$ cat config.mk
export PLATFORM = sky130hd
export DESIGN_NAME = alu_arbiter
export DESIGN_NICKNAME = d
export VERILOG_FILES = /design/src/rtl/alu_arbiter_pkg.sv /design/src/rtl/alu_arbiter_rr_arb2.sv /design/src/rtl/alu_arbiter.sv
export SDC_FILE = /design/constraint.sdc
export NUM_CORES = 1
export LEC_CHECK = 0
export CAP_MARGIN = 20
export CORE_ASPECT_RATIO = 1.1
export CORE_UTILIZATION = 41
export CTS_CLUSTER_DIAMETER = 50
export DETAILED_ROUTE_END_ITERATION = 7
export PLACE_DENSITY_LB_ADDON = 0.08
export SLEW_MARGIN = 0
export SYNTH_ARGS = -nofsm -noshare
export SYNTH_HDL_FRONTEND = slang
export SYNTH_HIERARCHICAL = 1
export SYNTH_SLANG_ARGS = --single-unit
$ cat constraint.sdc
create_clock -name clk -period 2.56 [get_ports clk]
set_input_delay 0.384 -clock clk [delete_from_list [all_inputs] [get_ports clk]]
set_output_delay 0.384 -clock clk [all_outputs]
set_load 0.05 [all_outputs]
$ cat src/rtl/alu_arbiter_pkg.sv
// Shared definitions for the ALU arbiter: opcodes, flag bit positions and FSM states.
package alu_arbiter_pkg;

    localparam logic [2:0] OP_ADD = 3'b000;
    localparam logic [2:0] OP_SUB = 3'b001;
    localparam logic [2:0] OP_OR  = 3'b010;
    localparam logic [2:0] OP_AND = 3'b011;
    localparam logic [2:0] OP_NOT = 3'b100;
    localparam logic [2:0] OP_CMP = 3'b101;
    localparam logic [2:0] OP_SHR = 3'b110;
    localparam logic [2:0] OP_SHL = 3'b111;

    localparam int FLAG_W = 4;
    localparam int FLAG_C = 3;
    localparam int FLAG_N = 2;
    localparam int FLAG_O = 1;
    localparam int FLAG_Z = 0;

    typedef enum logic [1:0] {
        ST_IDLE    = 2'd0,
        ST_ISSUE   = 2'd1,
        ST_CAPTURE = 2'd2,
        ST_RESP    = 2'd3
    } state_e;

endpackage

$ cat src/rtl/alu_arbiter_rr_arb2.sv
// Two-requester round-robin picker: a lone requester wins, a tie goes to the
// port that was not granted last. Output grant is one-hot (or zero).
module alu_arbiter_rr_arb2 (
    input  logic [1:0] valid,
    input  logic       last_grant,
    output logic [1:0] grant
);

    always_comb begin
        grant = 2'b00;
        case (valid)
            2'b01:   grant = 2'b01;
            2'b10:   grant = 2'b10;
            2'b11:   grant = last_grant ? 2'b01 : 2'b10;
            default: grant = 2'b00;
        endcase
    end

endmodule

$ cat src/rtl/alu_arbiter.sv
// Arbiter/sequencer for the shared ALU: accepts one request at a time, holds
// operands through the ALU's registered result cycle and returns result + flags.
module alu_arbiter
    import alu_arbiter_pkg::*;
#(
    parameter int DATA_W = 8,
    parameter int OP_W   = 3
) (
    input  logic              clk,
    input  logic              rst,
    input  logic              req0_valid,
    output logic              req0_ready,
    input  logic [DATA_W-1:0] req0_a,
    input  logic [DATA_W-1:0] req0_b,
    input  logic [OP_W-1:0]   req0_op,
    input  logic              req1_valid,
    output logic              req1_ready,
    input  logic [DATA_W-1:0] req1_a,
    input  logic [DATA_W-1:0] req1_b,
    input  logic [OP_W-1:0]   req1_op,
    output logic              rsp0_valid,
    input  logic              rsp0_ready,
    output logic              rsp1_valid,
    input  logic              rsp1_ready,
    output logic [DATA_W-1:0] rsp_data,
    output logic [3:0]        rsp_flags,
    output logic              busy,
    output logic [DATA_W-1:0] alu_a,
    output logic [DATA_W-1:0] alu_b,
    output logic [OP_W-1:0]   alu_op,
    output logic              alu_en_out,
    input  logic [DATA_W-1:0] alu_out,
    input  logic [3:0]        alu_flags
);

    state_e              state_q, state_d;
    logic [DATA_W-1:0]   a_q, a_d;
    logic [DATA_W-1:0]   b_q, b_d;
    logic [OP_W-1:0]     op_q, op_d;
    logic                gnt_port_q, gnt_port_d;
    logic                last_grant_q, last_grant_d;
    logic [DATA_W-1:0]   rsp_data_q, rsp_data_d;
    logic [FLAG_W-1:0]   rsp_flags_q, rsp_flags_d;
    logic [1:0]          rsp_valid_q, rsp_valid_d;
    logic                alu_en_q, alu_en_d;
    logic                busy_q, busy_d;
    logic [1:0]          grant;
    logic [1:0]          req_ready;

    alu_arbiter_rr_arb2 u_rr_arb2 (
        .valid      ({req1_valid, req0_valid}),
        .last_grant (last_grant_q),
        .grant      (grant)
    );

    always_comb begin
        state_d      = state_q;
        a_d          = a_q;
        b_d          = b_q;
        op_d         = op_q;
        gnt_port_d   = gnt_port_q;
        last_grant_d = last_grant_q;
        rsp_data_d   = rsp_data_q;
        rsp_flags_d  = rsp_flags_q;
        req_ready    = 2'b00;

        case (state_q)
            ST_IDLE: begin
                if (grant != 2'b00) begin
                    req_ready  = grant;
                    gnt_port_d = grant[1];
                    a_d        = grant[1] ? req1_a  : req0_a;
                    b_d        = grant[1] ? req1_b  : req0_b;
                    op_d       = grant[1] ? req1_op : req0_op;
                    state_d    = ST_ISSUE;
                end
            end
            ST_ISSUE: begin
                state_d = ST_CAPTURE;
            end
            // Operands stay on the bus here: some flags are combinational on them.
            ST_CAPTURE: begin
                rsp_data_d  = alu_out;
                rsp_flags_d = alu_flags;
                state_d     = ST_RESP;
            end
            ST_RESP: begin
                if (gnt_port_q ? rsp1_ready : rsp0_ready) begin
                    last_grant_d = gnt_port_q;
                    state_d      = ST_IDLE;
                end
            end
            default: state_d = ST_IDLE;
        endcase

        alu_en_d    = (state_d == ST_CAPTURE);
        busy_d      = (state_d != ST_IDLE);
        rsp_valid_d = 2'b00;
        if (state_d == ST_RESP) begin
            rsp_valid_d = gnt_port_d ? 2'b10 : 2'b01;
        end
    end

    always_ff @(posedge clk) begin
        if (rst) begin
            state_q      <= ST_IDLE;
            a_q          <= '0;
            b_q          <= '0;
            op_q         <= '0;
            gnt_port_q   <= 1'b0;
            last_grant_q <= 1'b1;
            rsp_data_q   <= '0;
            rsp_flags_q  <= '0;
            rsp_valid_q  <= 2'b00;
            alu_en_q     <= 1'b0;
            busy_q       <= 1'b0;
        end else begin
            state_q      <= state_d;
            a_q          <= a_d;
            b_q          <= b_d;
            op_q         <= op_d;
            gnt_port_q   <= gnt_port_d;
            last_grant_q <= last_grant_d;
            rsp_data_q   <= rsp_data_d;
            rsp_flags_q  <= rsp_flags_d;
            rsp_valid_q  <= rsp_valid_d;
            alu_en_q     <= alu_en_d;
            busy_q       <= busy_d;
        end
    end

    assign req0_ready = req_ready[0];
    assign req1_ready = req_ready[1];
    assign rsp0_valid = rsp_valid_q[0];
    assign rsp1_valid = rsp_valid_q[1];
    assign rsp_data   = rsp_data_q;
    assign rsp_flags  = rsp_flags_q;
    assign busy       = busy_q;
    assign alu_a      = a_q;
    assign alu_b      = b_q;
    assign alu_op     = op_q;
    assign alu_en_out = alu_en_q;

endmodule

==> impl_summary.md, run 1 <==
Floorplanning
The floorplan step set the die width to 62.5 um. For this design the top-level I/O count stands at 93. The floorplan step defined a die boundary enclosing about 0.0043 mm^2. The overall die height is 68.6 um.

The core region is 0.00374 mm^2. The initial utilization of the core area, before any placement, comes to 0.442. The number of standard-cell rows in the floorplan is 23.

Clock tree
The tree is rooted in a sky130_fd_sc_hd__clkbuf_8. The number of buffers added to fix hold violations after cts is 0. The clock latency of the later-clocked register in the worst-skew pair is 0.29 ns. The clock-pin slew reported for the worst setup and hold paths after clock tree synthesis is 0.07 ns.

The longest clock path from root to sink contains 2 buffers. The number of gates resized after CTS was 0. The H-tree was split into 2 levels. The TritonCTS clock tree is yes.

The number of buffers created by CTS is 5. The number of sinks handled by clock tree synthesis is 39. Once the clock tree was built, the setup fixing pass inserted 0 buffers.

Cells and area
The number of diodes is 0. In the final layout, the share of cells above drive strength 1 is 0.105. The post-layout instance count excluding filler cells is 316. The library cell used most frequently in the layout, excluding fill and tap cells, is sky130_fd_sc_hd__clkdlybuf4s50_1.

The final instance area is 0.00271 mm^2. The fraction of the core area covered by cells at the end of the flow is 0.723. The final net count is 321. Leaving out fill and tap cells, the most frequent cells in the layout are sky130_fd_sc_hd__clkdlybuf4s50_1, sky130_fd_sc_hd__dfxtp_1, sky130_fd_sc_hd__a21oi_1.

From synthesis to final layout, the design area changed by 63.7%.

Worst setup path
The startpoint of the worst register-to-register path is last_grant_q. Walking the worst path, the cells encountered are clkdlybuf4s50_1, a21boi_2, buf_4, and2_1, buf_12. The buffers plus inverters on the worst setup path is 3.

The start point of the critical path is req1_valid. The highest fanout seen on the critical path is 21. The slowest cell on the critical path is sky130_fd_sc_hd__clkdlybuf4s50_1. Data on the critical path is required at its endpoint by 2.18 ns.

STA classifies the critical path startpoint as an input port. STA classifies the critical path endpoint as an output port. The family with the most delay on the worst path is buffers and inverters. STA puts the critical path data arrival time at 1.79 ns.

The critical path is of the input port to output port type. For this run, the slowest stage of the critical path takes 0.48 ns.

Placed design
At the placement stage, the worst setup path has a slack of 0.255 ns. The number of placed cells counting well taps is just over 300. The congestion estimate from routability-driven global placement came to ~0.74. Summed over all nets, the half-perimeter wirelength after detailed placement is around 2.9 mm.

Summing all placed instances gives a cell area of roughly 0.0026 mm^2. In this run the tool buffered the top-level ports with 92 buffer cells.

Timing
The worst hold slack is 0.456 ns. The accumulated negative setup slack is 0 ns. Setup repair after global routing left no endpoint under its margin. The clock period minus final worst setup slack is 2.17 ns. The number of pins exceeding their max-slew limit in the final report is 0. The worst pin sits at a relative slew slack of 0.394. Clock skew on the completed layout was measured at slightly below 0.005 ns. In the finished design, the share of the clock period the worst path needs comes to 0.849. Setup violations remaining at the end of the flow were counted as 0. The transition at the pin with the smallest max-transition slack is 0.908 ns. After layout, the worst setup slack is 0.386 ns. The count of final hold-check violations is 0. For this run, the top clock speed supported by timing is approximately 0.46 GHz.

Run status
The run finished with clean final reports.

Synth
The sequential element share of the synthesized area is 0.472. The number of synthesized register bits is 39. Synthesis handed over a netlist of 175 instances. The net count after synthesis is around 230.

The count of unique library cells instantiated by Yosys is 24. In this run the cell area of the synthesized design comes to roughly 0.0017 mm^2. The average instance area after synthesis is 9.44 um^2. During synthesis, Yosys emitted a total of 6 warnings.

Global routing
The total grt overflow is 0. Across every metal layer, demand over resource in global routing totals 0.199. The number of global-route vias before repair is roughly 1.5k.

Entering global routing, the biggest net connects 26 pins. The initial antenna violation count is 0. The global-route wire length before repair is between 6 and 7 mm.

Routing
The via count is 1576. Using the TritonRoute via totals, the vias-per-cell ratio works out to around 5.0. The total DRC errors in the routed layout is 0. The number of violations reported at the end of detailed-routing iteration 0 is 60. The total length of routed wires is between 3 and 4 mm.

The number of nets with antenna violations after routing is 0. After detailed routing, the average wire length per cell comes to ~13 um. The first-pass detailed-route iteration total is 4.

Run
The max-cap check violation count is 0.

Power
Total power for the finished layout comes to 1.92 mW. For this design the ratio of total power to cell area is 711 mW/mm^2. The reported leakage power is 0.984 nW. The worst-case IR drop observed on VDD is around 0.47 mV.

Min path
The worst hold path begins at rsp_flags[0]. The class of the worst hold path is flip-flop to flip-flop.
==> cell usage after synthesis, drive strengths merged <==
cell type / count / area share
a41oi: 1 / 0.0053
and2: 2 / 0.0076
a22oi: 1 / 0.0045
or3b: 1 / 0.0053
nor3: 2 / 0.0061
a211oi: 21 / 0.13
nand2b: 1 / 0.0038
nand2: 27 / 0.061
a21boi: 2 / 0.0091
inv: 3 / 0.0068
buf: 9 / 0.035
o21ai: 3 / 0.0091
clkbuf: 5 / 0.011
a21oi: 31 / 0.094
nor2b: 2 / 0.0076
mux2i: 20 / 0.12
dfxtp: 39 / 0.47
nor2: 4 / 0.011
or2: 1 / 0.0038
==> state kept, by name, indices dropped and copies added (netlist names) <==
register / count
alu_a: 8
alu_b: 8
alu_en_out: 1
alu_op: 3
busy: 1
gnt_port_q: 1
last_grant_q: 1
rsp_data: 8
rsp_flags: 4
rsp_valid_q: 2
state_q: 2
==> cells by family (layout without fill, tap and decap cells) <==
group / Yosys count / count (layout) / share of synthesized area
AO/OA/AOI/OAI: 59 / 59 / 0.248
AND/OR/NAND/NOR: 40 / 40 / 0.106
flip-flops: 39 / 39 / 0.472
multiplexers: 20 / 20 / 0.121
buffers and inverters: 17 / 108 / 0.0530
==> final timing paths <==
check | end | slack, ns | cells after the start
worst max-delay path | req1_ready | 0.39 | 5
worst min-delay path | rsp_flags[0] | 0.46 | 2
worst max register to register | alu_b[4] | 0.75 | 5
worst min register to register | rsp_flags[0] | 0.46 | 2
==> where the power goes <==
| part | total, mW | switching [mW] | internal, mW |
|---|---|---|---|
| combinational | 0.796 | 0.483 | 0.313 |
| clock | 0.391 | 0.204 | 0.186 |
| sequential | 0.736 | 0.0476 | 0.688 |
==> area by class of cell <==
cell class | count | area, um^2
clock buffers | 5 | 68.8
clock inverters | 3 | 15.0
fillers | 305 | 1040
inverters | 3 | 11.3
multi-input cells | 119 | 788
flip-flops and latches | 39 | 781
well taps | 50 | 62.6
repair buffers | 97 | 978
==> per-layer routing <==
layer | up-vias | GRT usage | wire, um
met5 | - | 0 | 0
met4 | 0 | 0.105 | 80
met3 | 9 | 0.0609 | 247
met2 | 56 | 0.374 | 2060
met1 | 714 | 0.202 | 1600
li1 | 797 | - | -
==> worst min-delay path, cell delays in order (launching register included) <==
cell                      delay [ns]
sky130_fd_sc_hd__dfxtp_1        0.31
sky130_fd_sc_hd__nand2_1        0.05
sky130_fd_sc_hd__a21oi_1        0.05
(Power assumes the default switching activity.)
==> run 2: changes to the inputs <==
--- a/config.mk
+++ b/config.mk
@@ -7,7 +7,7 @@
 export LEC_CHECK = 0
 export CAP_MARGIN = 20
 export CORE_ASPECT_RATIO = 1.1
-export CORE_UTILIZATION = 41
+export CORE_UTILIZATION = 34
 export CTS_CLUSTER_DIAMETER = 50
 export DETAILED_ROUTE_END_ITERATION = 7
 export PLACE_DENSITY_LB_ADDON = 0.08
==> constraint.sdc (replaced) <==
create_clock -name clk -period 1.9 [get_ports clk]
set_input_delay 0.285 -clock clk [delete_from_list [all_inputs] [get_ports clk]]
set_output_delay 0.285 -clock clk [all_outputs]
set_load 0.05 [all_outputs]
==> impl_summary.md, run 2 (synthesized netlist as in run 1, its figures left out) <==
Run status
Status: complete, no violations (unchanged).

Global routing
The largest net degree at the start of global routing is 16 (was 26). The global-route wire length before repair is 6.49 mm (was 6.59 mm). The number of global-route vias before repair is 1442 (was 1532).

The initial antenna violation count came to 0 (unchanged). The total routing usage reported by global routing is 0.170 (was 0.199). The total grt overflow is 0 (unchanged).

Timing
For this run, the top clock speed supported by timing is 0.554 GHz. In the finished design, the share of the clock period the worst path needs comes to 0.950. The accumulated negative setup slack is 0 ns (unchanged). The transition at the pin with the smallest max-transition slack is 0.527 ns (was 0.908 ns). The final clock skew came to 0.00515 ns (was 0.00488 ns). Unrepaired setup endpoints after global routing: false (unchanged). The worst max-slew margin expressed relative to the limit is 0.648 (was 0.394).

The number of pins exceeding their max-slew limit in the final report is 0 (unchanged). The worst path in the final design needs a cycle of 1.80 ns, including I/O delays and setup. The number of failing setup endpoints in the final timing report is 0 (unchanged).

The count of final hold-check violations is 0 (unchanged).

Worst setup path
The critical path endpoint category is an output port (unchanged). The slowest cell on the critical path was sky130_fd_sc_hd__clkdlybuf4s50_1 (unchanged). The start point of the critical path is req0_valid (was req1_valid). The buffers plus inverters on the worst setup path is 3 (unchanged). The family with the most delay on the worst path is buffers and inverters (unchanged). The stage delay of the slowest cell on the critical path is 0.48 ns (about the same). The number of cells traversed by the worst register-to-register path is 6 (was 5). Crit-path cells: clkdlybuf4s50_1, a21boi_2, or3b_1, inv_2, buf_12 (was clkdlybuf4s50_1, a21boi_2, buf_4, and2_1, buf_12). The arrival time at the worst endpoint came to 1.52 ns (was 1.79 ns). The worst flop-to-flop path endpoint is rsp_valid_q[1] (was alu_b[4]). The startpoint of the worst register-to-register path was last_grant_q (unchanged). The internal reg-to-reg setup slack was 0.44 ns (was 0.75 ns). The nature of the critical path startpoint is an input port (unchanged). The highest fanout seen on the critical path is 2 (was 21).

The critical path class is input port to output port (unchanged). The required arrival time at the worst endpoint came to 1.62 ns (was 2.18 ns). The worst setup path endpoint is req0_ready (was req1_ready). The total number of cells along the worst setup path is 5 (unchanged).

Floorplanning
The starting density of the core is 0.355 (was 0.442). The total I/O pin count is 93 (unchanged). The die footprint is 0.00514 mm^2 (was 0.00429 mm^2).

The overall die width is 68.5 um (was 62.5 um). The number of standard-cell rows in the floorplan is 26 (was 23). The core area is 0.00465 mm^2 (was 0.00374 mm^2). The overall die height is 75.1 um (was 68.6 um).

Placed design
The number of input and output port buffers inserted was 92 (unchanged). The placed wire-length estimate is 3.20 mm (was 2.91 mm). The number of placed cells counting well taps is 323 (was 308). The routability congestion estimate from global placement came to 0.739 (was 0.741).

Power
The power density over the cells came to 948 mW/mm^2 (was 711 mW/mm^2). The maximum vdd ir drop is 0.508 mV (was 0.472 mV). The reported leakage power is 1.03 nW (was 0.984 nW).

Cells and area
Top library cells by usage in the layout, fill and taps aside: sky130_fd_sc_hd__clkdlybuf4s50_1, sky130_fd_sc_hd__dfxtp_1, sky130_fd_sc_hd__a21oi_1 (unchanged). The fraction of layout instances using a drive strength above 1 is 0.139 (was 0.105). The area added between synthesis and finish came to 69.4% (was 63.7%).

The most common cell after layout, fill and taps aside is sky130_fd_sc_hd__clkdlybuf4s50_1 (unchanged). The post-layout instance count excluding filler cells came to 330 (was 316). The final net count is 330 (was 321). The number of diodes was 0 (unchanged).

Min path
The class of the worst hold path is flip-flop to flip-flop (unchanged).

Clock tree
The clock latency of the later-clocked register in the worst-skew pair is 0.28 ns (was 0.29 ns). The number of buffers added to fix hold violations after cts was 0 (unchanged). The maximum clock path buffer count is 2 (unchanged). The root buffer cell is sky130_fd_sc_hd__clkbuf_8 (unchanged). The level count of the clock H-tree came to 2 (unchanged).

The quantity of gates resized following cts came to 0 (unchanged). The TritonCTS clock tree was yes (unchanged). The number of buffers created by CTS is 5 (unchanged).

The number of buffers inserted to repair setup after CTS was 0 (unchanged). The clock-pin slew reported for the worst setup and hold paths after clock tree synthesis was 0.07 ns (about the same). The number of sinks handled by clock tree synthesis is 39 (unchanged).

Routing
The number of nets with antenna violations after routing was 0 (unchanged). The number of vias per cell is 4.82 (was 4.99). The detailed-route wire length per cell is 12.8 um (was 12.6 um). The first-pass detailed-route iteration total is 4 (unchanged). The via count came to 1591 (was 1576). The total DRC errors in the routed layout is 0 (unchanged). The number of violations reported at the end of detailed-routing iteration 0 is 24 (was 60). The total length of routed wires is 4.21 mm (was 3.99 mm).

Run
The max-cap check violation count is 0 (unchanged).
[run 2: final cells by class]
class | count | area [um^2]
inverters | 3 | 11.3
well taps | 56 | 70.1
repair buffers | 106 | 1060
flip-flops and latches | 39 | 781
clock inverters | 1 | 5.00
clock buffers | 6 | 82.6
multi-input cells | 119 | 792
fillers | 443 | 1850
[run 2: metrics by stage]
stage,util,hold WS [ns],worst slack (ns),cell area (um^2),power [mW]
2_1_floorplan,-,0.421,0.424,1650,1.71
4_1_cts,0.601,0.457,0.0317,2800,2.69
3_5_place_dp,0.582,0.447,0.0334,2710,2.14
5_1_grt,0.602,0.476,0.00150,2800,2.80
6_report,0.602,0.454,0.0955,2800,2.65
3_3_place_gp,0.582,0.441,0.0547,2710,2.13
[run 2: report_power, final]
part | internal (mW) | switching (mW)
Sequential | 0.928 | 0.0662
Clock | 0.284 | 0.254
Combinational | 0.457 | 0.665
Total | 1.67 | 0.985
[run 2: tightest hold or removal path, cell delays in order, from the launching register on]
cell	delay, ns
sky130_fd_sc_hd__dfxtp_1	0.31
sky130_fd_sc_hd__nand2_1	0.05
sky130_fd_sc_hd__a21oi_1	0.05
[run 2: worst min path at each step]
stage                       startpoint      endpoint  slack, ns  depth (start not counted)
after floorplan             alu_out[0]   rsp_data[0]       0.42                          2
after CTS                 rsp_flags[3]  rsp_flags[3]       0.46                          2
after global routing      rsp_flags[3]  rsp_flags[3]       0.48                          2
final                     rsp_flags[1]  rsp_flags[1]       0.45                          2
after detailed placement  rsp_flags[3]  rsp_flags[3]       0.45                          2
after global placement     rsp_data[1]   rsp_data[1]       0.44                          2
[run 2: per-layer routing]
| metal | up-vias | track usage | share of wire |
|---|---|---|---|
| li1 | 813 | - | - |
| met1 | 702 | 0.196 | 0.41 |
| met2 | 68 | 0.280 | 0.47 |
| met3 | 8 | 0.0530 | 0.093 |
| met4 | 0 | 0.0856 | 0.023 |
| met5 | - | 0 | 0 |
